[src/rtl/snake_row_scanner.sv]
// Snake row scanner: walks the segment list from the head and builds a
// per-column occupancy mask, head flag and food flag for one grid row.
//
// Ports:
//   clk, rst_n_in               clock, async active-low reset
//   row_req_in, row_y_in        scan request and the row to scan
//   food_x_in, food_y_in        food cell, latched with the request
//   query_addr_out              segment index being queried (0 = head)
//   queried_segment_*_in        same-cycle answer for query_addr_out
//   row_busy_out                scan or publish in progress
//   row_ready_out               one-cycle pulse when results update
//   row_req_dropped_out         one-cycle pulse for a rejected request
//   row_body_mask_out           bit c set iff a segment is at (c, row)
//   row_head_hit_out/_col_out   head lies in the row, and its column
//   row_food_hit_out/_col_out   food lies in the row, and its column
module snake_row_scanner #(
    parameter int X        = 6,
    parameter int Y        = 5,
    parameter int S_ADDR_W = 6
) (
    input  logic                clk,
    input  logic                rst_n_in,
    input  logic                row_req_in,
    input  logic [Y-1:0]        row_y_in,
    input  logic [X-1:0]        food_x_in,
    input  logic [Y-1:0]        food_y_in,
    output logic [S_ADDR_W-1:0] query_addr_out,
    input  logic [X-1:0]        queried_segment_x_in,
    input  logic [Y-1:0]        queried_segment_y_in,
    input  logic                queried_segment_valid_in,
    output logic                row_busy_out,
    output logic                row_ready_out,
    output logic                row_req_dropped_out,
    output logic [2**X-1:0]     row_body_mask_out,
    output logic                row_head_hit_out,
    output logic [X-1:0]        row_head_col_out,
    output logic                row_food_hit_out,
    output logic [X-1:0]        row_food_col_out
);

    localparam logic [S_ADDR_W-1:0] LAST_ADDR = {S_ADDR_W{1'b1}};

    typedef enum logic [1:0] {
        IDLE,
        SCAN,
        PUBLISH
    } state_t;

    state_t             state;
    logic [Y-1:0]       row_q;
    logic [X-1:0]       food_x_q;
    logic [Y-1:0]       food_y_q;
    logic [2**X-1:0]    work_mask;
    logic               work_head;
    logic [X-1:0]       work_head_col;
    logic               seg_hit;

    assign seg_hit = queried_segment_valid_in
                   && (queried_segment_y_in == row_q);

    always_ff @(posedge clk or negedge rst_n_in) begin
        if (!rst_n_in) begin
            state               <= IDLE;
            row_q               <= '0;
            food_x_q            <= '0;
            food_y_q            <= '0;
            work_mask           <= '0;
            work_head           <= 1'b0;
            work_head_col       <= '0;
            query_addr_out      <= '0;
            row_busy_out        <= 1'b0;
            row_ready_out       <= 1'b0;
            row_req_dropped_out <= 1'b0;
            row_body_mask_out   <= '0;
            row_head_hit_out    <= 1'b0;
            row_head_col_out    <= '0;
            row_food_hit_out    <= 1'b0;
            row_food_col_out    <= '0;
        end else begin
            row_ready_out       <= 1'b0;
            row_req_dropped_out <= 1'b0;
            case (state)
                IDLE: begin
                    if (row_req_in) begin
                        row_q          <= row_y_in;
                        food_x_q       <= food_x_in;
                        food_y_q       <= food_y_in;
                        work_mask      <= '0;
                        work_head      <= 1'b0;
                        query_addr_out <= '0;
                        row_busy_out   <= 1'b1;
                        state          <= SCAN;
                    end
                end
                SCAN: begin
                    if (row_req_in) begin
                        row_req_dropped_out <= 1'b1;
                    end
                    if (seg_hit) begin
                        work_mask[queried_segment_x_in] <= 1'b1;
                        if (query_addr_out == '0) begin
                            work_head     <= 1'b1;
                            work_head_col <= queried_segment_x_in;
                        end
                    end
                    // Stop at the first invalid slot or the last index;
                    // the address is never wrapped back to the head.
                    if (queried_segment_valid_in
                        && (query_addr_out != LAST_ADDR)) begin
                        query_addr_out <= query_addr_out + 1'b1;
                    end else begin
                        state <= PUBLISH;
                    end
                end
                PUBLISH: begin
                    if (row_req_in) begin
                        row_req_dropped_out <= 1'b1;
                    end
                    row_body_mask_out <= work_mask;
                    row_head_hit_out  <= work_head;
                    row_head_col_out  <= work_head_col;
                    row_food_hit_out  <= (food_y_q == row_q);
                    row_food_col_out  <= food_x_q;
                    row_ready_out     <= 1'b1;
                    row_busy_out      <= 1'b0;
                    query_addr_out    <= '0;
                    state             <= IDLE;
                end
                default: begin
                    row_busy_out   <= 1'b0;
                    query_addr_out <= '0;
                    state          <= IDLE;
                end
            endcase
        end
    end

endmodule
[config.mk]
export PLATFORM = sky130hd
export DESIGN_NAME = snake_row_scanner
export DESIGN_NICKNAME = d
export VERILOG_FILES = /design/src/rtl/snake_row_scanner.sv
export SDC_FILE = /design/constraint.sdc
export NUM_CORES = 1
export LEC_CHECK = 0
export CORE_AREA = 2 2 114 116
export CTS_CLUSTER_DIAMETER = 40
export DETAILED_ROUTE_END_ITERATION = 7
export DIE_AREA = 0 0 116 118
export GPL_TIMING_DRIVEN = 1
export PLACE_DENSITY = 0.84
export SETUP_SLACK_MARGIN = 0.1
export SYNTH_ARGS = -nofsm -noshare
export SYNTH_HDL_FRONTEND = slang
export SYNTH_SLANG_ARGS = --single-unit
[constraint.sdc]
create_clock -name clk -period 4.3 [get_ports clk]
set_clock_uncertainty 0.15 [all_clocks]
set_input_delay 1.29 -clock clk [delete_from_list [all_inputs] [get_ports clk]]
set_output_delay 1.29 -clock clk [all_outputs]
set_load 0.05 [all_outputs]
==> results of run 1 <==
[worst min-delay path by stage]
stage	start	to	slack (ns)	cells after the start
after floorplan	work_mask[0]	work_mask[0]	0.29	2
after global placement	work_mask[30]	work_mask[30]	0.31	2
after detailed placement	work_mask[32]	work_mask[32]	0.32	2
after CTS	work_mask[32]	work_mask[32]	0.33	2
after global routing	work_mask[45]	work_mask[45]	0.37	2
final	work_mask[32]	work_mask[32]	0.33	2
[Yosys cell counts, drive strengths merged (6+ instances only)]
cell / n
dfrtp: 176
mux2: 99
nand2: 80
o31ai: 66
clkbuf: 23
buf: 11
inv: 7
nor2: 7
a21oi: 6
xnor2: 6
[where the power goes]
group | switching [mW] | internal, mW | leakage (nW)
logic | 0.802 | 0.516 | 1.32
registers | 0.129 | 1.85 | 2.40
clock network | 0.615 | 1.01 | 0.309
total | 1.55 | 3.38 | 4.03
[sequential cells by signal, summed over array words and instances, names as in the netlist]
name and count:
row_q 5, state 2, food_y_q 5, row_busy_out 1, row_food_col_out 6, query_addr_out 6, row_body_mask_out 64, row_head_hit_out 1
work_head_col 6, work_head 1, food_x_q 6, work_mask 64, row_req_dropped_out 1, row_ready_out 1, row_head_col_out 6, row_food_hit_out 1
[metal layers]
metal / track usage, % / up-vias / routed length (µm)
met2: 37.3 / 170 / 7300
met4: 9.60 / 0 / 393
li1: - / 2104 / -
met1: 32.9 / 2353 / 6390
met3: 7.31 / 33 / 1200
met5: 0 / - / 0
[cell usage in the layout, fill, tap and decap left out, types with 2 or more instances in the layout]
| cell type | instances |
|---|---|
| mux2i_1 | 2 |
| nand2_1 | 79 |
| clkbuf_16 | 17 |
| bufinv_16 | 4 |
| mux2_2 | 93 |
| xor2_1 | 4 |
| clkbuf_8 | 3 |
| buf_4 | 4 |
| xnor2_1 | 6 |
| and2_1 | 2 |
| nor2b_1 | 5 |
| dfrtp_1 | 176 |
| clkdlybuf4s50_1 | 116 |
| a21oi_1 | 6 |
| mux2_4 | 6 |
| clkinvlp_4 | 2 |
| o21ai_0 | 3 |
| o211ai_1 | 2 |
| nand3_1 | 5 |
| o31ai_1 | 66 |
| and3_1 | 2 |
| nand2b_1 | 4 |
| a22o_1 | 2 |
| a31oi_1 | 3 |
| inv_1 | 7 |
| clkinv_2 | 5 |
| ha_1 | 4 |
| nor2_1 | 7 |
[logic make-up (layout without fill, tap and decap cells)]
| family | count (synthesis) | count (layout) | synth area share [%] |
|---|---|---|---|
| flops | 176 | 176 | 62.9 |
| simple gates | 112 | 112 | 7.00 |
| xor+xnor | 10 | 10 | 1.25 |
| compound gates | 87 | 87 | 9.04 |
| mux | 101 | 101 | 16.5 |
| fa+ha+maj | 5 | 5 | 0.893 |
| buf+inv | 41 | 161 | 2.45 |
[stage by stage]
stage	util, %	instance area (µm²)	power [mW]	worst slack, ns	instances
2_1_floorplan	-	7010	2.91	1.69	532
3_3_place_gp	67.0	8310	3.27	0.820	792
3_5_place_dp	67.0	8310	3.32	0.738	792
4_1_cts	72.1	8940	4.95	1.09	824
5_1_grt	72.1	8940	5.14	0.968	824
6_report	72.1	8940	4.92	1.09	824
[layout make-up]
type | count | area, µm² | share of cell area (%)
clock buffer | 21 | 470 | 5.26
clock inverter | 11 | 160 | 1.79
inverter | 7 | 26.3 | 0.294
multi-input combinational | 315 | 2450 | 27.3
sequential | 176 | 4400 | 49.2
tap | 172 | 215 | 2.41
timing repair buffer | 122 | 1220 | 13.7
==> results_dict.tcl, run 1 <==
set metrics [dict create \
    hpwl_um 10100 \
    antenna_found_initial 0 \
    r2r-end "work_head_col[3]" \
    yosysTopAreaCellShare_pct 62.9 \
    ys_ff_latch 176 \
    slowest_stage "clkdlybuf4s50_1" \
    synthToLayoutAreaGrowth_pct 27.7 \
    insertion_delay_ns 0.43 \
    cts_hold_buf 0 \
    postCtsResizedCells 0 \
    ys_seq_area_share_pct 62.9 \
    r2r_start "state[1]" \
    irDropWorstVdd_uv 384 \
    core_um2 12400 \
    yosysWarnings 0 \
    gp_congestion 0.871 \
    arrival_ns 1.77 \
    status "finished clean" \
    cts-root-buf "clkbuf_16" \
    cts_tree "built" \
    clkTransAtPathRegs_ns 0.06 \
    std_cell_rows 41 \
    finalMaxSlewViolations 0 \
    vias 4660 \
    synth.distinct_cells 38 \
    dr.pass1.iters 5 \
    finalSetupViolCount 0 \
    avgViaCountPerCell 5.66 \
    cp_num_buf_inv 1 \
    die_height_um 118 \
    rsz0062_at_grt "no" \
    end_kind "primary output" \
    worstSetupStartpoint "query_addr_out[2]" \
    pin_count 118 \
    grt.overflow.total 0 \
    final_nets 675 \
    htreeDepth 4 \
    path_depth 1 \
    ys_async_sr_fraction_pct 100 \
    cap_violations 0 \
    crit_type "flip-flop to primary output" \
    cpLargestDelayFamily "buffers and inverters" \
    final_layout_size_suffix_gt1_share_pct 21.6 \
    period_share_pct 74.8 \
    start_util_pct 56.4 \
    grt_pass1_vias 4897 \
    netlist_area_um2 7010 \
    synth_area_leaders "dfrtp_1 63%, mux2_2 15%, o31ai_1 7.1%" \
    final_antenna_net_count 0 \
    r2r_setup_slack_ns 1.58 \
    clk_path_buf_depth 2 \
    required_ns 2.86 \
    grt_pass1_wl_um 25800 \
    crit_end "query_addr_out[2]" \
    hold-worst-slack_ns 0.333 \
    slew_headroom_pct 29.9 \
    post_cts_buffers 0 \
    crit_fanout 9 \
    cellLeakagePower_nw 4.03 \
    ys.flop_type "dfrtp_1" \
    diodes 0 \
    finalSetupTns_ns 0 \
    timing.final.crit_period_ns 3.21 \
    drtIter0Drc 399 \
    clock-sinks 176 \
    n_fill_cell 823 \
    grt_usage_pct 24.4 \
    synth_edf_count 0 \
    synthCells 532 \
    tightest_slew_ns 1.05 \
    start_kind "flip-flop" \
    routed_wl_um 15300 \
    path_cells "clkdlybuf4s50_1" \
    die_x_um 116 \
    io_buffers 117 \
    slowest_delay_ns 0.86 \
    syn-num-nets 568 \
    powerDensity_nw_per_um2 550 \
    hold_path.class "flip-flop to flip-flop" \
    syn_area_per_cell_um2 13.2 \
    dieArea_um2 13700 \
    clock.fmax_mhz 311 \
    drt-wirelength-per-cell_um 18.6 \
    cts_buffers 17 \
    finalHoldViolations 0 \
    yosysTopAreaCell "dfrtp_1" \
    drc_errors 0 \
    grt_max_degree 81 \
    r2r.worst_path.cells 6 \
]
Power figures use the tool's default switching activity.
==> run 2, diff against run 1 <==
--- a/config.mk
+++ b/config.mk
@@ -5,12 +5,12 @@
 export SDC_FILE = /design/constraint.sdc
 export NUM_CORES = 1
 export LEC_CHECK = 0
-export CORE_AREA = 2 2 114 116
+export CORE_AREA = 2 2 118 120
 export CTS_CLUSTER_DIAMETER = 40
 export DETAILED_ROUTE_END_ITERATION = 7
-export DIE_AREA = 0 0 116 118
+export DIE_AREA = 0 0 120 122
 export GPL_TIMING_DRIVEN = 1
-export PLACE_DENSITY = 0.84
+export PLACE_DENSITY = 0.79
 export SETUP_SLACK_MARGIN = 0.1
 export SYNTH_ARGS = -nofsm -noshare
 export SYNTH_HDL_FRONTEND = slang
==> constraint.sdc (replaced) <==
create_clock -name clk -period 3.1 [get_ports clk]
set_clock_uncertainty 0.15 [all_clocks]
set_input_delay 0.93 -clock clk [delete_from_list [all_inputs] [get_ports clk]]
set_output_delay 0.93 -clock clk [all_outputs]
set_load 0.05 [all_outputs]
==> run 2 against run 1 <==
  * Die area up 7.0%
  * Critical endpoint unchanged
  * Wire length increased by 1.3%
  * Largest power group unchanged
  * Power increased by 38%
  * Critical path depth unchanged
  * Highest routed layer unchanged
  * Critical path type unchanged
  * Final area grew 0.59%
==> results_dict.tcl, run 2 (synthesized netlist as in run 1, its figures left out) <==
set metrics [dict create \
    final_layout_size_suffix_gt1_share_pct 22.0 \
    timing.final.crit_period_ns 2.88 \
    arrival_ns 1.80 \
    crit_fanout 9 \
    mostFrequentLayoutCell "dfrtp_1" \
    slowest_delay_ns 0.87 \
    rsz0062_at_grt "no" \
    p_total_mw 6.77 \
    clock.fmax_mhz 347 \
    cpLargestDelayFamily "buffers and inverters" \
    mostFrequentLayoutCells "176 x dfrtp_1, 116 x clkdlybuf4s50_1, 93 x mux2_2" \
    postCtsResizedCells 0 \
    routed_wl_um 15500 \
    dr.pass1.iters 6 \
    power_frac_comb_pct 27.6 \
    std_cell_rows 43 \
    finalSetupTns_ns 0 \
    placed_cells 803 \
    period_share_pct 93.0 \
    vias 4678 \
    final_cell_count_no_fill 835 \
    io_buffers 117 \
    cap_violations 0 \
    cts_hold_buf 0 \
    pin_count 118 \
    clockPowerShare_pct 31.9 \
    antenna_found_initial 0 \
    final_antenna_net_count 0 \
    cp_num_buf_inv 1 \
    post_cts_buffers 0 \
    dieArea_um2 14600 \
    irDropWorstVdd_uv 456 \
    pre_cts_ws_ns 0.120 \
    start_util_pct 51.9 \
    cts_buffers 17 \
    drc_errors 0 \
    tightest_slew_ns 0.753 \
    required_ns 2.02 \
    drt-wirelength-per-cell_um 18.5 \
    clk_path_buf_depth 2 \
    die_x_um 120 \
    status "finished clean" \
    hpwl_um 10200 \
    setup_slack_ns 0.216 \
    gp_congestion 0.808 \
    cellLeakagePower_nw 4.04 \
    p_seq_share_pct 40.5 \
    intPower_mw 4.62 \
    finalSetupViolCount 0 \
    clock-sinks 176 \
    cts-root-buf "clkbuf_16" \
    min-delay-start "work_mask[45]" \
    slew_headroom_pct 49.8 \
    biggestRegsByFlops "row_body_mask_out: 64 flops, work_mask: 64 flops" \
    die_height_um 122 \
    clkTransAtPathRegs_ns 0.06 \
    worstSetupStartpoint "query_addr_out[2]" \
    core_um2 13500 \
    hold_path.class "flip-flop to flip-flop" \
    cts_tree "built" \
    slowest_stage "clkdlybuf4s50_1" \
    final_nets 678 \
    powerDensity_nw_per_um2 752 \
    grt_max_degree 66 \
    path_cells "clkdlybuf4s50_1" \
    htreeDepth 4 \
    synthToLayoutAreaGrowth_pct 28.4 \
    start_kind "flip-flop" \
    drtIter0Drc 393 \
    grt_pass1_wl_um 25000 \
    p_sw_mw 2.15 \
    insertion_delay_ns 0.42 \
    finalMaxSlewViolations 0 \
    grt_usage_pct 22.3 \
    grt.overflow.total 0 \
    avgViaCountPerCell 5.60 \
    r2r_start "state[1]" \
    diodes 0 \
    finalHoldViolations 0 \
    end_kind "primary output" \
    swShare_pct 31.7 \
    crit_type "flip-flop to primary output" \
    grt_pass1_vias 4825 \
]
[run 2: changes by cell type in the layout (fill, tap and decap cells not counted)]
| cell | previous run | this run |
|---|---|---|
| buf_12 | 1 | 4 |
| clkbuf_8 | 3 | 6 |
| clkinvlp_4 | 2 | 3 |
| clkinv_2 | 5 | 2 |
| bufinv_16 | 4 | 2 |
| clkinv_4 | 0 | 1 |
[run 2: area by class of cell]
| type | count | area (µm²) |
|---|---|---|
| Clock buffer | 24 | 512 |
| Clock inverter | 8 | 101 |
| Fill cell | 964 | 4510 |
| Inverter | 7 | 26.3 |
| Multi-Input combinational cell | 315 | 2450 |
| Sequential cell | 176 | 4400 |
| Tap cell | 180 | 225 |
| Timing Repair Buffer | 125 | 1280 |
[run 2: power groups by stage]
stage	registers, mW	clock network, mW	logic [mW]
detailed placement	2.78	0	1.87
floorplan	3.15	0	0.880
finish	2.74	2.16	1.87
CTS	2.74	2.19	1.88
global placement	2.76	0	1.83
global route	2.77	2.29	1.99
[run 2: stage by stage]
stage | util (%) | area [µm²] | hold slack (ns)
3_3_place_gp | 62.1 | 8380 | 0.304
3_5_place_dp | 62.1 | 8380 | 0.311
2_1_floorplan | - | 7010 | 0.293
5_1_grt | 66.6 | 9000 | 0.345
4_1_cts | 66.6 | 9000 | 0.325
6_report | 66.6 | 9000 | 0.321
[run 2: path summary, 6_finish.rpt]
kind | endpoint | slack (ns) | cells after the start
min | work_mask[45] | 0.32 | 2
min reg2reg | work_mask[45] | 0.32 | 2
min in group asynchronous | row_body_mask_out[51] | 0.34 | 1
max reg2reg | work_head_col[4] | 0.45 | 6
max in group asynchronous | food_y_q[2] | 1.72 | 2
max | query_addr_out[2] | 0.22 | 1
[run 2: layer usage]
metal	share of wire, %	vias to the layer above	track usage, %
li1	-	2110	-
met1	42	2339	29.5
met2	48	197	35.7
met3	7.4	32	5.71
met4	2.5	0	8.82
met5	0	-	0
